## src/rtl/bicubic_refpx_block_ctrl_pkg.sv

```systemverilog
// Shared types and constants for the 4x4 reference-pixel block sequencer.
// State encoding and block-buffer padding mux select codes.
package bicubic_refpx_block_ctrl_pkg;

    typedef enum logic [2:0] {
        ST_IDLE   = 3'd0,
        ST_FILL   = 3'd1,
        ST_STREAM = 3'd2,
        ST_FLUSH1 = 3'd3,
        ST_FLUSH2 = 3'd4,
        ST_DRAIN  = 3'd5
    } state_t;

    localparam logic [3:0] MUX_NORMAL = 4'b0000;
    localparam logic [3:0] MUX_PAD_L  = 4'b0001;
    localparam logic [3:0] MUX_PAD_R1 = 4'b0100;
    localparam logic [3:0] MUX_PAD_R2 = 4'b1000;

endpackage

```

## src/rtl/bicubic_refpx_block_ctrl_if.sv

```systemverilog
// Column-in / block-out handshake bundle between line buffer, block buffer and Bicubic core.
// master = sequencer side, slave = surrounding datapath / environment.
interface bicubic_refpx_block_ctrl_if #(
    parameter int X_W = 12,
    parameter int Y_W = 12
);
    logic           s_valid;
    logic           s_ready;
    logic           buf_wren;
    logic [3:0]     buf_mux_ctrl;
    logic           blk_valid;
    logic           blk_ready;
    logic [X_W-1:0] blk_x;
    logic [Y_W-1:0] blk_y;
    logic           blk_eol;
    logic           blk_eof;

    modport master (
        input  s_valid, blk_ready,
        output s_ready, buf_wren, buf_mux_ctrl, blk_valid, blk_x, blk_y, blk_eol, blk_eof
    );

    modport slave (
        output s_valid, blk_ready,
        input  s_ready, buf_wren, buf_mux_ctrl, blk_valid, blk_x, blk_y, blk_eol, blk_eof
    );
endinterface

```

## src/rtl/bicubic_refpx_block_ctrl.sv

```systemverilog
// Sequencer for the 4x4 reference-pixel block buffer: accepts 4-row columns, adds two
// right-edge flush shifts per line and presents one block per output centre column.
module bicubic_refpx_block_ctrl
    import bicubic_refpx_block_ctrl_pkg::*;
#(
    parameter int X_W = 12,
    parameter int Y_W = 12
) (
    input  logic                 i_clk,
    input  logic                 i_reset,
    input  logic                 i_clken,
    input  logic                 i_start,
    input  logic [X_W-1:0]       i_cfg_width,
    input  logic [Y_W-1:0]       i_cfg_height,
    output logic                 o_cfg_err,
    output logic                 o_busy,
    bicubic_refpx_block_ctrl_if.master bus
);

    state_t         r_state, w_state_n;
    logic [X_W-1:0] r_width, r_col, w_col_n;
    logic [Y_W-1:0] r_height, r_y, w_y_n;
    logic           r_busy, w_busy_n, r_cfg_err, w_cfg_err_n, w_load;
    logic           r_blk_valid, r_blk_eol, r_blk_eof;
    logic [X_W-1:0] r_blk_x, w_emit_x;
    logic [Y_W-1:0] r_blk_y;
    logic [3:0]     r_mux, w_emit_mux;
    logic           w_free, w_s_ready, w_take, w_flush, w_last_col, w_last_line;
    logic           w_emit, w_emit_eol, w_emit_eof;

    // Handshake qualification and next-state / block-emission decode
    always_comb begin
        w_free      = !r_blk_valid || bus.blk_ready;
        w_s_ready   = ((r_state == ST_FILL) || (r_state == ST_STREAM)) && w_free;
        w_take      = i_clken && bus.s_valid && w_s_ready;
        w_flush     = i_clken && w_free && ((r_state == ST_FLUSH1) || (r_state == ST_FLUSH2));
        w_last_col  = (r_col == (r_width - X_W'(1)));
        w_last_line = (r_y == (r_height - Y_W'(1)));

        w_state_n   = r_state;
        w_col_n     = r_col;
        w_y_n       = r_y;
        w_busy_n    = r_busy;
        w_cfg_err_n = 1'b0;
        w_load      = 1'b0;
        w_emit      = 1'b0;
        w_emit_x    = '0;
        w_emit_mux  = MUX_NORMAL;
        w_emit_eol  = 1'b0;
        w_emit_eof  = 1'b0;

        case (r_state)
            ST_IDLE: begin
                if (i_start && (i_cfg_width >= X_W'(4)) && (i_cfg_height != Y_W'(0))) begin
                    w_load    = 1'b1;
                    w_busy_n  = 1'b1;
                    w_col_n   = '0;
                    w_y_n     = '0;
                    w_state_n = ST_FILL;
                end else begin
                    w_cfg_err_n = i_start;
                end
            end
            ST_FILL: begin
                if (w_take) begin
                    w_col_n   = r_col + X_W'(1);
                    w_state_n = (r_col == X_W'(1)) ? ST_STREAM : ST_FILL;
                end else begin
                    w_col_n = r_col;
                end
            end
            // Column k completes the block centred on k-2; column 2 is the left-padded one
            ST_STREAM: begin
                if (w_take) begin
                    w_col_n    = r_col + X_W'(1);
                    w_emit     = 1'b1;
                    w_emit_x   = r_col - X_W'(2);
                    w_emit_mux = (r_col == X_W'(2)) ? MUX_PAD_L : MUX_NORMAL;
                    w_state_n  = w_last_col ? ST_FLUSH1 : ST_STREAM;
                end else begin
                    w_col_n = r_col;
                end
            end
            ST_FLUSH1: begin
                if (w_flush) begin
                    w_emit     = 1'b1;
                    w_emit_x   = r_width - X_W'(2);
                    w_emit_mux = MUX_PAD_R1;
                    w_state_n  = ST_FLUSH2;
                end else begin
                    w_state_n = ST_FLUSH1;
                end
            end
            ST_FLUSH2: begin
                if (w_flush) begin
                    w_emit     = 1'b1;
                    w_emit_x   = r_width - X_W'(1);
                    w_emit_mux = MUX_PAD_R2;
                    w_emit_eol = 1'b1;
                    w_emit_eof = w_last_line;
                    if (w_last_line) begin
                        w_state_n = ST_DRAIN;
                    end else begin
                        w_y_n     = r_y + Y_W'(1);
                        w_col_n   = '0;
                        w_state_n = ST_FILL;
                    end
                end else begin
                    w_state_n = ST_FLUSH2;
                end
            end
            ST_DRAIN: begin
                if (r_blk_valid && bus.blk_ready) begin
                    w_busy_n  = 1'b0;
                    w_state_n = ST_IDLE;
                end else begin
                    w_state_n = ST_DRAIN;
                end
            end
            default: begin
                w_busy_n  = 1'b0;
                w_state_n = ST_IDLE;
            end
        endcase
    end

    // State, counters and the presented-block registers; everything frozen while clken is low
    always_ff @(posedge i_clk) begin
        if (i_reset) begin
            r_state     <= ST_IDLE;
            r_width     <= '0;
            r_height    <= '0;
            r_col       <= '0;
            r_y         <= '0;
            r_busy      <= 1'b0;
            r_cfg_err   <= 1'b0;
            r_blk_valid <= 1'b0;
            r_blk_x     <= '0;
            r_blk_y     <= '0;
            r_mux       <= MUX_NORMAL;
            r_blk_eol   <= 1'b0;
            r_blk_eof   <= 1'b0;
        end else if (i_clken) begin
            r_state   <= w_state_n;
            r_col     <= w_col_n;
            r_y       <= w_y_n;
            r_busy    <= w_busy_n;
            r_cfg_err <= w_cfg_err_n;
            if (w_load) begin
                r_width  <= i_cfg_width;
                r_height <= i_cfg_height;
            end
            // A new block overwrites the one consumed on this same edge
            if (w_emit) begin
                r_blk_valid <= 1'b1;
                r_blk_x     <= w_emit_x;
                r_blk_y     <= r_y;
                r_mux       <= w_emit_mux;
                r_blk_eol   <= w_emit_eol;
                r_blk_eof   <= w_emit_eof;
            end else if (bus.blk_ready) begin
                r_blk_valid <= 1'b0;
            end
        end
    end

    assign bus.s_ready      = w_s_ready;
    assign bus.buf_wren     = w_take || w_flush;
    assign bus.buf_mux_ctrl = r_mux;
    assign bus.blk_valid    = r_blk_valid;
    assign bus.blk_x        = r_blk_x;
    assign bus.blk_y        = r_blk_y;
    assign bus.blk_eol      = r_blk_eol;
    assign bus.blk_eof      = r_blk_eof;
    assign o_cfg_err        = r_cfg_err;
    assign o_busy           = r_busy;

endmodule
```

## src/flat_wrapper.sv

```systemverilog
// flat-port wrapper written by rule: the top's interface ports become plain ports
module bicubic_refpx_block_ctrl_flat import bicubic_refpx_block_ctrl_pkg::*;
#(
    parameter int X_W = 12,
    parameter int Y_W = 12
)
  (i_clk, i_reset, i_clken, i_start, i_cfg_width, i_cfg_height, o_cfg_err, o_busy, bus_s_valid, bus_blk_ready, bus_s_ready, bus_buf_wren, bus_buf_mux_ctrl, bus_blk_valid, bus_blk_x, bus_blk_y, bus_blk_eol, bus_blk_eof);
  bicubic_refpx_block_ctrl_if #(.X_W(X_W), .Y_W(Y_W)) bus_i ();
  input  logic i_clk;
  input  logic i_reset;
  input  logic i_clken;
  input  logic i_start;
  input  logic [X_W-1:0] i_cfg_width;
  input  logic [Y_W-1:0] i_cfg_height;
  output logic o_cfg_err;
  output logic o_busy;
  input wire logic [$bits(bus_i.s_valid)-1:0] bus_s_valid;
  input wire logic [$bits(bus_i.blk_ready)-1:0] bus_blk_ready;
  output wire logic [$bits(bus_i.s_ready)-1:0] bus_s_ready;
  output wire logic [$bits(bus_i.buf_wren)-1:0] bus_buf_wren;
  output wire logic [$bits(bus_i.buf_mux_ctrl)-1:0] bus_buf_mux_ctrl;
  output wire logic [$bits(bus_i.blk_valid)-1:0] bus_blk_valid;
  output wire logic [$bits(bus_i.blk_x)-1:0] bus_blk_x;
  output wire logic [$bits(bus_i.blk_y)-1:0] bus_blk_y;
  output wire logic [$bits(bus_i.blk_eol)-1:0] bus_blk_eol;
  output wire logic [$bits(bus_i.blk_eof)-1:0] bus_blk_eof;
  assign bus_i.s_valid = bus_s_valid;
  assign bus_i.blk_ready = bus_blk_ready;
  assign bus_s_ready = bus_i.s_ready;
  assign bus_buf_wren = bus_i.buf_wren;
  assign bus_buf_mux_ctrl = bus_i.buf_mux_ctrl;
  assign bus_blk_valid = bus_i.blk_valid;
  assign bus_blk_x = bus_i.blk_x;
  assign bus_blk_y = bus_i.blk_y;
  assign bus_blk_eol = bus_i.blk_eol;
  assign bus_blk_eof = bus_i.blk_eof;
  bicubic_refpx_block_ctrl #(.X_W(X_W), .Y_W(Y_W)) u_core (.i_clk(i_clk), .i_reset(i_reset), .i_clken(i_clken), .i_start(i_start), .i_cfg_width(i_cfg_width), .i_cfg_height(i_cfg_height), .o_cfg_err(o_cfg_err), .o_busy(o_busy), .bus(bus_i));
endmodule
```

## config.mk

```make
export PLATFORM = sky130hd
export DESIGN_NAME = bicubic_refpx_block_ctrl_flat
export DESIGN_NICKNAME = d
export VERILOG_FILES = /design/src/rtl/bicubic_refpx_block_ctrl_pkg.sv /design/src/rtl/bicubic_refpx_block_ctrl_if.sv /design/src/rtl/bicubic_refpx_block_ctrl.sv /design/src/flat_wrapper.sv
export SDC_FILE = /design/constraint.sdc
export NUM_CORES = 1
export LEC_CHECK = 0
export ABC_AREA = 0
export BUFFER_PORTS_ARGS = -buffer_cell sky130_fd_sc_hd__buf_2
export CORE_ASPECT_RATIO = 0.5
export CORE_MARGIN = 2
export CORE_UTILIZATION = 35
export CTS_CLUSTER_DIAMETER = 100
export DETAILED_ROUTE_END_ITERATION = 8
export PLACE_DENSITY = 0.63
export SYNTH_ARGS = -nofsm -noshare
export SYNTH_HDL_FRONTEND = slang
export SYNTH_SLANG_ARGS = --single-unit
export TNS_END_PERCENT = 5
```

## constraint.sdc

```tcl
create_clock -name i_clk -period 3.3 [get_ports i_clk]
set_clock_uncertainty 0.1 [all_clocks]
set_input_delay 0.66 -clock i_clk [delete_from_list [all_inputs] [get_ports i_clk]]
set_output_delay 0.66 -clock i_clk [all_outputs]
set_load 0.01 [all_outputs]
```

==> results of run 1 <==
==> metrics by stage <==
stage / utilization [%] / hold WS, ps / instance area (um2) / worst slack, ps / total power [uW]
3_3_place_gp: 40.3 / 338 / 5530 / 353 / 1470
5_1_grt: 42.4 / 371 / 5820 / 19.5 / 2560
4_1_cts: 42.4 / 351 / 5820 / 242 / 2460
3_5_place_dp: 40.3 / 342 / 5530 / 267 / 1470
6_report: 42.4 / 347 / 5820 / 215 / 2440
2_1_floorplan: - / 350 / 5000 / 255 / 1350
==> synthesized netlist by cell type (13+ instances only) <==
master and count:
nand3b_1 13, dfxtp_1 82, nor3_1 14, inv_1 23, nor2_1 45, nand2_1 115
a21oi_1 72, nor4_1 13, nand3_1 32, xor2_1 19, xnor2_1 25, clkbuf_1 44
==> worst paths after layout <==
kind | startpoint | to | cells after the start
worst max-delay path | u_core.r_height[2]$_SDFFE_PP0P_ | u_core.r_col[11]$_SDFFE_PP0P_ | 8
worst min-delay path | u_core.bus.blk_y[10]$_SDFFE_PP0P_ | u_core.bus.blk_y[10]$_SDFFE_PP0P_ | 2
worst max register to register | u_core.r_height[2]$_SDFFE_PP0P_ | u_core.r_col[11]$_SDFFE_PP0P_ | 8
worst min register to register | u_core.bus.blk_y[10]$_SDFFE_PP0P_ | u_core.bus.blk_y[10]$_SDFFE_PP0P_ | 2
==> layout make-up <==
type | instances | area (um2)
clock inverter | 6 | 47.5
inverter | 24 | 90.1
clock buffer | 10 | 239
tap | 192 | 240
sequential | 82 | 1640
multi-input combinational | 504 | 3060
fill | 1451 | 7920
timing repair buffer | 86 | 500
==> sequential cells by signal, summed over array words and instances, names as in the netlist <==
signal	flops
u_core.bus.blk_x	12
u_core.bus.blk_y	12
u_core.r_col	12
u_core.r_height	12
u_core.r_width	12
u_core.r_y	12
u_core.r_state	3
u_core.bus.buf_mux_ctrl	2
u_core.bus.blk_eof	1
u_core.bus.blk_eol	1
u_core.bus.blk_valid	1
u_core.o_busy	1
u_core.o_cfg_err	1
==> report_power, final <==
group | total (uW) | switching, uW | leakage, uW | internal [uW]
logic | 405 | 243 | 0.00144 | 162
clock network | 987 | 446 | 0.000140 | 540
registers | 1050 | 39.8 | 0.000663 | 1010
total | 2440 | 729 | 0.00225 | 1710
==> kinds of logic after synthesis <==
kind of cell / after synthesis
buf+inv: 75
other cells: 1
mux: 13
xor+xnor: 44
compound gates: 163
simple gates: 274
fa+ha+maj: 9
flops: 82
==> routing by layer <==
layer	GRT usage (%)	up-vias	routed length [um]
met1	25.0	2291	6660
met5	0	-	0
met2	32.0	136	6530
met4	5.47	0	110
li1	-	2455	-
met3	3.52	11	721
==> tightest hold or removal path, stage by stage, from the launching register on <==
cell and delay, ps:
dfxtp_1 310, nand2_1 50, a21oi_1 50
==> flow_metrics.env, run 1 <==
export IMPL_postSynthNetCount=700
export IMPL_layout_commonest_cell="nand2_1"
export IMPL_synth_cell_types=64
export IMPL_yosys_area_share_simple_pct=26.0
export IMPL_drt_wl_total_mm=14.0
export IMPL_initial_core_util_pct=36.4
export IMPL_status="finished, final reports clean"
export IMPL_cts_root_buf="clkbuf_16"
export IMPL_worstSetupPathType="reg2reg"
export IMPL_synth_top_family_by_area="simple AND/OR/NAND/NOR gates"
export IMPL_areaGrowthSynthToFinish_pct=16.4
export IMPL_dp_cells=888
export IMPL_crit_path_end_kind="flip-flop"
export IMPL_nNetsFinal=746
export IMPL_power_density_nw_per_um2=420
export IMPL_gp_congestion=0.888
export IMPL_path_cells="or4_4 > or3_1 > a2111oi_4 > o211ai_2 > o31ai_4 > buf_4 > nand3b_1 > mux2i_1"
export IMPL_ir_worst_vdd_uv=237
export IMPL_slew_headroom_pct=55.0
export IMPL_period_minus_slack_ps=3090
export IMPL_synth_seq_cells=82
export IMPL_instances_no_fill=904
export IMPL_post_route_period_util_pct=93.5
export IMPL_maxCapViolations=0
export IMPL_muxShareOfSynthArea_pct=2.65
export IMPL_hold_viol=0
export IMPL_core_um2=13700
export IMPL_crit_slowest_cell="or4_4"
export IMPL_die_h_um=88.5
export IMPL_clock_path_buffers=2
export IMPL_grt_pass1_vias=4554
export IMPL_fin_setup_tns_ps=0
export IMPL_crit_fanout=18
export IMPL_hold_path_class="reg2reg"
export IMPL_num_antenna_cells=0
export IMPL_firstDrtPassIters=7
export IMPL_max_freq_ghz=0.324
export IMPL_rsz0062_at_grt="false"
export IMPL_grt_antenna_before_repair=0
export IMPL_netlist_area_um2=5000
export IMPL_cts_htree_levels=3
export IMPL_drive_gt1_share_pct=16.3
export IMPL_via_per_inst=5.41
export IMPL_setup_viol=0
export IMPL_avgRoutedWirePerCell_um=15.5
export IMPL_grt_overflow=0
export IMPL_power_static_leakage_uw=0.00225
export IMPL_synthTopCellsByArea="dfxtp_1 (33%), nand2_1 (8.6%), a21oi_1 (7.2%)"
export IMPL_clock_sinks=82
export IMPL_grt_pass1_wl_mm=23.2
export IMPL_syn_inst=661
export IMPL_path_delay_family="simple AND/OR/NAND/NOR gates"
export IMPL_synth_top_cell_by_area="dfxtp_1"
export IMPL_tightest_slew_ps=669
export IMPL_synth_fa_ha_area_share_pct=2.25
export IMPL_cp_arrival_ps=3250
export IMPL_synth_edff_count=0
export IMPL_grtUsageTotal_pct=18.9
export IMPL_cts_repair_resized=0
export IMPL_slew_viol_final=0
export IMPL_netlist_area_leader_share_pct=32.8
export IMPL_final_cell_mix="nand2_1 (115), dfxtp_1 (82), a21oi_1 (72), buf_2 (63), nor2_1 (45)"
export IMPL_clk_latency_ps=350
export IMPL_post_cts_buffers=0
export IMPL_die_w_um=173
export IMPL_synth_yosys_seq_area_share_pct=32.8
export IMPL_cts_tree="built"
export IMPL_syn_area_per_cell_um2=7.56
export IMPL_num_rows=30
export IMPL_yosysWarningCount=0
export IMPL_hold_buffers=0
export IMPL_async_flop_share_pct=0
export IMPL_place_hpwl_mm=10.3
export IMPL_synth_xor_area_share_pct=7.71
export IMPL_path_clk_slew_ps=70
export IMPL_worstSetupStartpointType="flip-flop"
export IMPL_slowest_delay_ps=580
export IMPL_boundaryPins=65
export IMPL_synthFlopType="dfxtp_1"
export IMPL_synth_compound_area_share_pct=22.4
export IMPL_drc=0
export IMPL_grt_start_max_net_pins=64
export IMPL_fp_dieArea_um2=15300
export IMPL_ant_nets=0
export IMPL_via_count=4893
export IMPL_drt_iter0_markers=429
export IMPL_crit_buf_inv=1
export IMPL_io_buffers=63
export IMPL_r2r_slack_ps=210
export IMPL_cp_required_ps=3460
export IMPL_cts_buffers_inserted=9
Power figures use the tool's default switching activity.
==> run 2, diff against run 1 <==
--- a/config.mk
+++ b/config.mk
@@ -6,13 +6,14 @@
 export NUM_CORES = 1
 export LEC_CHECK = 0
 export ABC_AREA = 0
-export BUFFER_PORTS_ARGS = -buffer_cell sky130_fd_sc_hd__buf_2
 export CORE_ASPECT_RATIO = 0.5
 export CORE_MARGIN = 2
 export CORE_UTILIZATION = 35
 export CTS_CLUSTER_DIAMETER = 100
 export DETAILED_ROUTE_END_ITERATION = 8
-export PLACE_DENSITY = 0.63
+export DONT_BUFFER_PORTS = 1
+export MAX_ROUTING_LAYER = met4
+export PLACE_DENSITY = 0.59
 export SYNTH_ARGS = -nofsm -noshare
 export SYNTH_HDL_FRONTEND = slang
 export SYNTH_SLANG_ARGS = --single-unit
==> run 2 against run 1 <==
  * Routed wire length grew 1.2%
  * Highest routed layer unchanged
  * Critical path type unchanged
  * Largest power group is now the clock network
  * Total power increased by 5.1%
  * Sequential power about the same
  * Count of clock-buffer cells in the layout decreased by 1
  * Hold slack lost 75 ps
  * Clock power is 17% higher
  * Core utilization down 1.7 points
  * Setup slack worse by 6.7 ps
  * Register-to-register slack hardly changed
  * Design area fell by 4.0%
  * First-iteration DRC count shrank 29%
==> flow_metrics.env, run 2 (synthesized netlist as in run 1, its figures left out) <==
export IMPL_status="finished, final reports clean"
export IMPL_highest_layer="met4"
export IMPL_internal_power_uw=1840
export IMPL_ant_nets=0
export IMPL_place_area_um2=5230
export IMPL_cts_buffers_inserted=9
export IMPL_wl_met2_mm=6.49
export IMPL_seq_area_um2=1640
export IMPL_place_hpwl_mm=10.4
export IMPL_die_w_um=173
export IMPL_met1Wirelength_mm=6.85
export IMPL_slowest_delay_ps=540
export IMPL_core_um2=13700
export IMPL_power_density_nw_per_um2=460
export IMPL_io_buffers=0
export IMPL_areaGrowthSynthToFinish_pct=11.7
export IMPL_cts_htree_levels=3
export IMPL_dp_cells=828
export IMPL_path_cells="buf_4 > or4_1 > or2_2 > a211oi_1 > o32a_1 > o31ai_4 > buf_12 > buf_4 > a2111o_1 > a21oi_1"
export IMPL_firstDrtPassIters=5
export IMPL_grt_pass1_wl_mm=23.1
export IMPL_cts_root_buf="clkbuf_16"
export IMPL_layout_commonest_cell="nand2_1"
export IMPL_swShare_pct=28.4
export IMPL_drt_iter0_markers=304
export IMPL_cp_required_ps=3480
export IMPL_final_cell_mix="nand2_1 (115), dfxtp_1 (82), a21oi_1 (72), nor2_1 (45), nand3_1 (32)"
export IMPL_path_clk_slew_ps=70
export IMPL_grt_antenna_before_repair=0
export IMPL_power_static_leakage_uw=0.00199
export IMPL_grt_start_max_net_pins=66
export IMPL_via_per_inst=5.62
export IMPL_crit_fanout=10
export IMPL_drc=0
export IMPL_cp_arrival_ps=3270
export IMPL_rsz0062_at_grt="false"
export IMPL_hold_buffers=0
export IMPL_slew_headroom_pct=41.8
export IMPL_drive_gt1_share_pct=8.88
export IMPL_maxCapViolations=0
export IMPL_crit_start="u_core.r_height[2]$_SDFFE_PP0P_"
export IMPL_grt_overflow=0
export IMPL_grtUsageTotal_pct=19.5
export IMPL_clock_sinks=82
export IMPL_initial_core_util_pct=36.4
export IMPL_wl_met3_um=644
export IMPL_p_clk_share_pct=44.6
export IMPL_crit_slowest_cell="or4_1"
export IMPL_nNetsFinal=687
export IMPL_comb_power_share_pct=14.6
export IMPL_slew_viol_final=0
export IMPL_worstSetupPathType="reg2reg"
export IMPL_boundaryPins=65
export IMPL_num_antenna_cells=0
export IMPL_fillers=1449
export IMPL_final_design_area_no_fill_um2=5590
export IMPL_via_count=4753
export IMPL_crit_top_cell="buf_4"
export IMPL_p_seq_share_pct=40.7
export IMPL_worstSetupStartpointType="flip-flop"
export IMPL_cts_tree="built"
export IMPL_grt_pass1_vias=4390
export IMPL_clock_path_buffers=2
export IMPL_period_minus_slack_ps=3090
export IMPL_switching_power_uw=729
export IMPL_max_freq_ghz=0.323
export IMPL_drt_wl_total_mm=14.2
export IMPL_hp_start="i_reset"
export IMPL_hold_viol=0
export IMPL_r2r_start="u_core.r_height[2]$_SDFFE_PP0P_"
export IMPL_post_route_period_util_pct=93.7
export IMPL_ir_worst_vdd_uv=218
export IMPL_multi_input_comb_area_um2=3070
export IMPL_fin_setup_tns_ps=0
export IMPL_clk_latency_ps=360
export IMPL_tightest_slew_ps=864
export IMPL_crit_path_end_kind="flip-flop"
export IMPL_gp_congestion=0.872
export IMPL_setup_viol=0
export IMPL_avgRoutedWirePerCell_um=16.8
export IMPL_num_rows=30
export IMPL_fp_dieArea_um2=15300
export IMPL_hold_path_class="in2reg"
export IMPL_instances_no_fill=845
export IMPL_die_h_um=88.5
## run 2: final timing paths
kind         slack (ps)  cells after the start                               end
max                 210                     10        u_core.r_y[8]$_SDFFE_PP0P_
min                 270                      1  u_core.bus.blk_x[1]$_SDFFE_PP0P_
max reg2reg         210                     10        u_core.r_y[8]$_SDFFE_PP0P_
min reg2reg         390                      2  u_core.r_height[10]$_SDFFE_PP0P_
## run 2: per-layer routing
metal | up-vias | global-route usage [%]
met5 | - | -
met4 | 0 | 5.70
met3 | 23 | 3.82
met2 | 115 | 31.6
met1 | 2275 | 25.0
li1 | 2340 | -
## run 2: what timing repair did
action	CTS	global route
buffers inserted	0	1
gates resized for setup	0	1
hold endpoints to repair	0	0
setup endpoints to repair	0	18
## run 2: worst max-delay path, delay by kind of cell (launching register included)
| family | cells | cell delay [ps] |
|---|---|---|
| buffers and inverters | 3 | 500 |
| and+or+nand+nor | 2 | 860 |
| DFF | 1 | 320 |
| AOI/OAI and AO/OA | 5 | 1250 |
## run 2: cell type report
| cell class | count | area share (%) |
|---|---|---|
| inverters | 24 | 1.61 |
| clock inverters | 7 | 1.90 |
| repair buffers | 27 | 3.85 |
| multi-input cells | 504 | 54.9 |
| clock buffers | 9 | 4.03 |
| flip-flops and latches | 82 | 29.4 |
| well taps | 192 | 4.30 |
## run 2: stage by stage
step | power, uW | util (%) | setup WS, ps | hold WS (ps)
CTS | 2570 | 40.5 | 107 | 267
floorplan | 1350 | - | 255 | 350
finish | 2570 | 40.7 | 208 | 272
detailed placement | 1440 | 38.1 | 131 | 384
global placement | 1430 | 38.1 | 208 | 379
global route | 2660 | 40.7 | 7.45 | 268
## run 2: power by group through the flow
stage / clock network [uW] / logic [uW] / registers, uW
6_report: 1150 / 376 / 1050
5_1_grt: 1200 / 413 / 1050
4_1_cts: 1160 / 370 / 1050
3_5_place_dp: 0 / 368 / 1070
3_3_place_gp: 0 / 362 / 1070
2_1_floorplan: 0 / 300 / 1050
==> run 3, diff against run 2 <==
==> constraint.sdc (replaced) <==
create_clock -name i_clk -period 3.3 [get_ports i_clk]
set_clock_uncertainty 0.1 [all_clocks]
set_input_delay 0.165 -clock i_clk [delete_from_list [all_inputs] [get_ports i_clk]]
set_output_delay 0.165 -clock i_clk [all_outputs]
set_load 0.01 [all_outputs]
==> run 3 against run 2 <==
  * Setup slack gained 27 ps
  * Via count increased by 2.8%
  * Fmax increased by 0.87%
  * Total power decreased by 4.1%
  * Largest power group is now registers
==> flow_metrics.env, run 3 (synthesized netlist as in run 1, its figures left out) <==
export IMPL_status="finished, final reports clean"
export IMPL_power_density_nw_per_um2=422
export IMPL_firstDrtPassIters=5
export IMPL_hp_start="i_clken"
export IMPL_drive_gt1_share_pct=8.96
export IMPL_utilization_pct=42.4
export IMPL_hold_depth=3
export IMPL_hold_slack_ps=36.8
export IMPL_power_uw=2460
export IMPL_nNetsFinal=715
export IMPL_drt_iter0_markers=384
export IMPL_die_w_um=173
export IMPL_gp_congestion=0.883
export IMPL_ir_worst_vdd_uv=201
export IMPL_crit_fanout=10
export IMPL_via_count=4886
export IMPL_worstSetupPathType="reg2reg"
export IMPL_setup_viol=0
export IMPL_worstSetupStartpointType="flip-flop"
export IMPL_clock_sinks=82
export IMPL_cp_required_ps=3480
export IMPL_period_minus_slack_ps=3070
export IMPL_clk_latency_ps=350
export IMPL_slew_viol_final=0
export IMPL_power_static_leakage_uw=0.00209
export IMPL_core_um2=13700
export IMPL_drt_wl_total_mm=14.8
export IMPL_num_antenna_cells=0
export IMPL_max_freq_ghz=0.326
export IMPL_io_buffers=0
export IMPL_drc=0
export IMPL_die_h_um=88.5
export IMPL_via_per_inst=5.60
export IMPL_cts_root_buf="clkbuf_16"
export IMPL_initial_core_util_pct=36.4
export IMPL_clock_path_buffers=2
export IMPL_grt_start_max_net_pins=65
export IMPL_cts_htree_levels=3
export IMPL_path_clk_slew_ps=70
export IMPL_layout_commonest_cell="nand2_1"
export IMPL_cp_arrival_ps=3250
export IMPL_avgRoutedWirePerCell_um=16.9
export IMPL_grt_pass1_wl_mm=23.8
export IMPL_ant_nets=0
export IMPL_cts_tree="built"
export IMPL_grt_antenna_before_repair=0
export IMPL_fillers=1433
export IMPL_grtUsageTotal_pct=20.3
export IMPL_areaGrowthSynthToFinish_pct=16.6
export IMPL_place_hpwl_mm=10.3
export IMPL_cts_buffers_inserted=9
export IMPL_grt_pass1_vias=4505
export IMPL_maxCapViolations=0
export IMPL_hold_path_class="in2reg"
export IMPL_slew_headroom_pct=20.8
export IMPL_crit_start="u_core.r_height[2]$_SDFFE_PP0P_"
export IMPL_reg2reg_depth=10
export IMPL_fin_setup_tns_ps=0
export IMPL_num_rows=30
export IMPL_final_cell_mix="nand2_1 (115), dfxtp_1 (82), a21oi_1 (72), nor2_1 (45), nand3_1 (32)"
export IMPL_hold_viol=0
export IMPL_crit_path_end_kind="flip-flop"
export IMPL_post_route_period_util_pct=92.9
export IMPL_tightest_slew_ps=1180
export IMPL_grt_overflow=0
export IMPL_boundaryPins=65
export IMPL_rsz0062_at_grt="false"
export IMPL_r2r_start="u_core.r_height[2]$_SDFFE_PP0P_"
export IMPL_dp_cells=827
export IMPL_instances_no_fill=873
export IMPL_fp_dieArea_um2=15300
-- run 3: cell count changes in the layout (fill, tap and decap cells not counted), sizes merged --
cell | previous run | this run
dlygate4sd3 | 0 | 25
clkinv | 2 | 1
buf | 27 | 30
clkbuf | 9 | 11
bufinv | 2 | 0
clkinvlp | 0 | 1
-- run 3: final cells by class --
class | instances | area [um2] | share of cell area, %
Multi-Input combinational cell | 504 | 3070 | 52.6
Sequential cell | 82 | 1640 | 28.2
Timing Repair Buffer | 55 | 495 | 8.50
Clock buffer | 11 | 253 | 4.34
Tap cell | 192 | 240 | 4.12
Inverter | 24 | 90.1 | 1.55
Clock inverter | 5 | 42.5 | 0.730
-- run 3: where the power goes --
part           total, uW  leakage, uW  switching (uW)  internal [uW]
Clock               1000     0.000144             442            562
Sequential          1050     0.000663            37.4           1010
Combinational        409      0.00129             239            169
-- run 3: per-stage QoR --
stage | setup WS (ps) | cell area, um2
6_report | 235 | 5830
2_1_floorplan | 255 | 5000
4_1_cts | 99.9 | 5790
5_1_grt | 41.8 | 5830
3_3_place_gp | 215 | 5220
3_5_place_dp | 140 | 5220
-- run 3: worst paths after layout --
check / slack (ps) / to
max: 230 / u_core.r_y[8]$_SDFFE_PP0P_
max reg2reg: 230 / u_core.r_y[8]$_SDFFE_PP0P_
min reg2reg: 400 / u_core.bus.blk_y[1]$_SDFFE_PP0P_
min: 40 / u_core.o_cfg_err$_SDFFE_PP0P_
-- run 3: critical path: stages (launching register included) --
cell and delay, ps:
dfxtp_1 310, buf_4 160, or4_1 550, or2_2 320, a211oi_1 230, o32a_1 370
o31ai_4 80, buf_4 180, buf_4 170, a2111o_1 400, a21oi_1 130
-- run 3: what timing repair did --
item                                    in CTS  in global routing
buffers inserted                             0                  4
resized for setup                            0                  1
endpoints found under the hold margin       65                  0
endpoints found under the setup margin       0                 19
hold buffers                                26                  0
-- run 3: layer usage --
metal / vias to the layer above / track usage [%] / wire (um)
met5: - / - / 0
met2: 140 / 32.4 / 6750
met3: 19 / 4.77 / 847
li1: 2402 / - / -
met4: 0 / 5.39 / 212
met1: 2325 / 26.0 / 6960
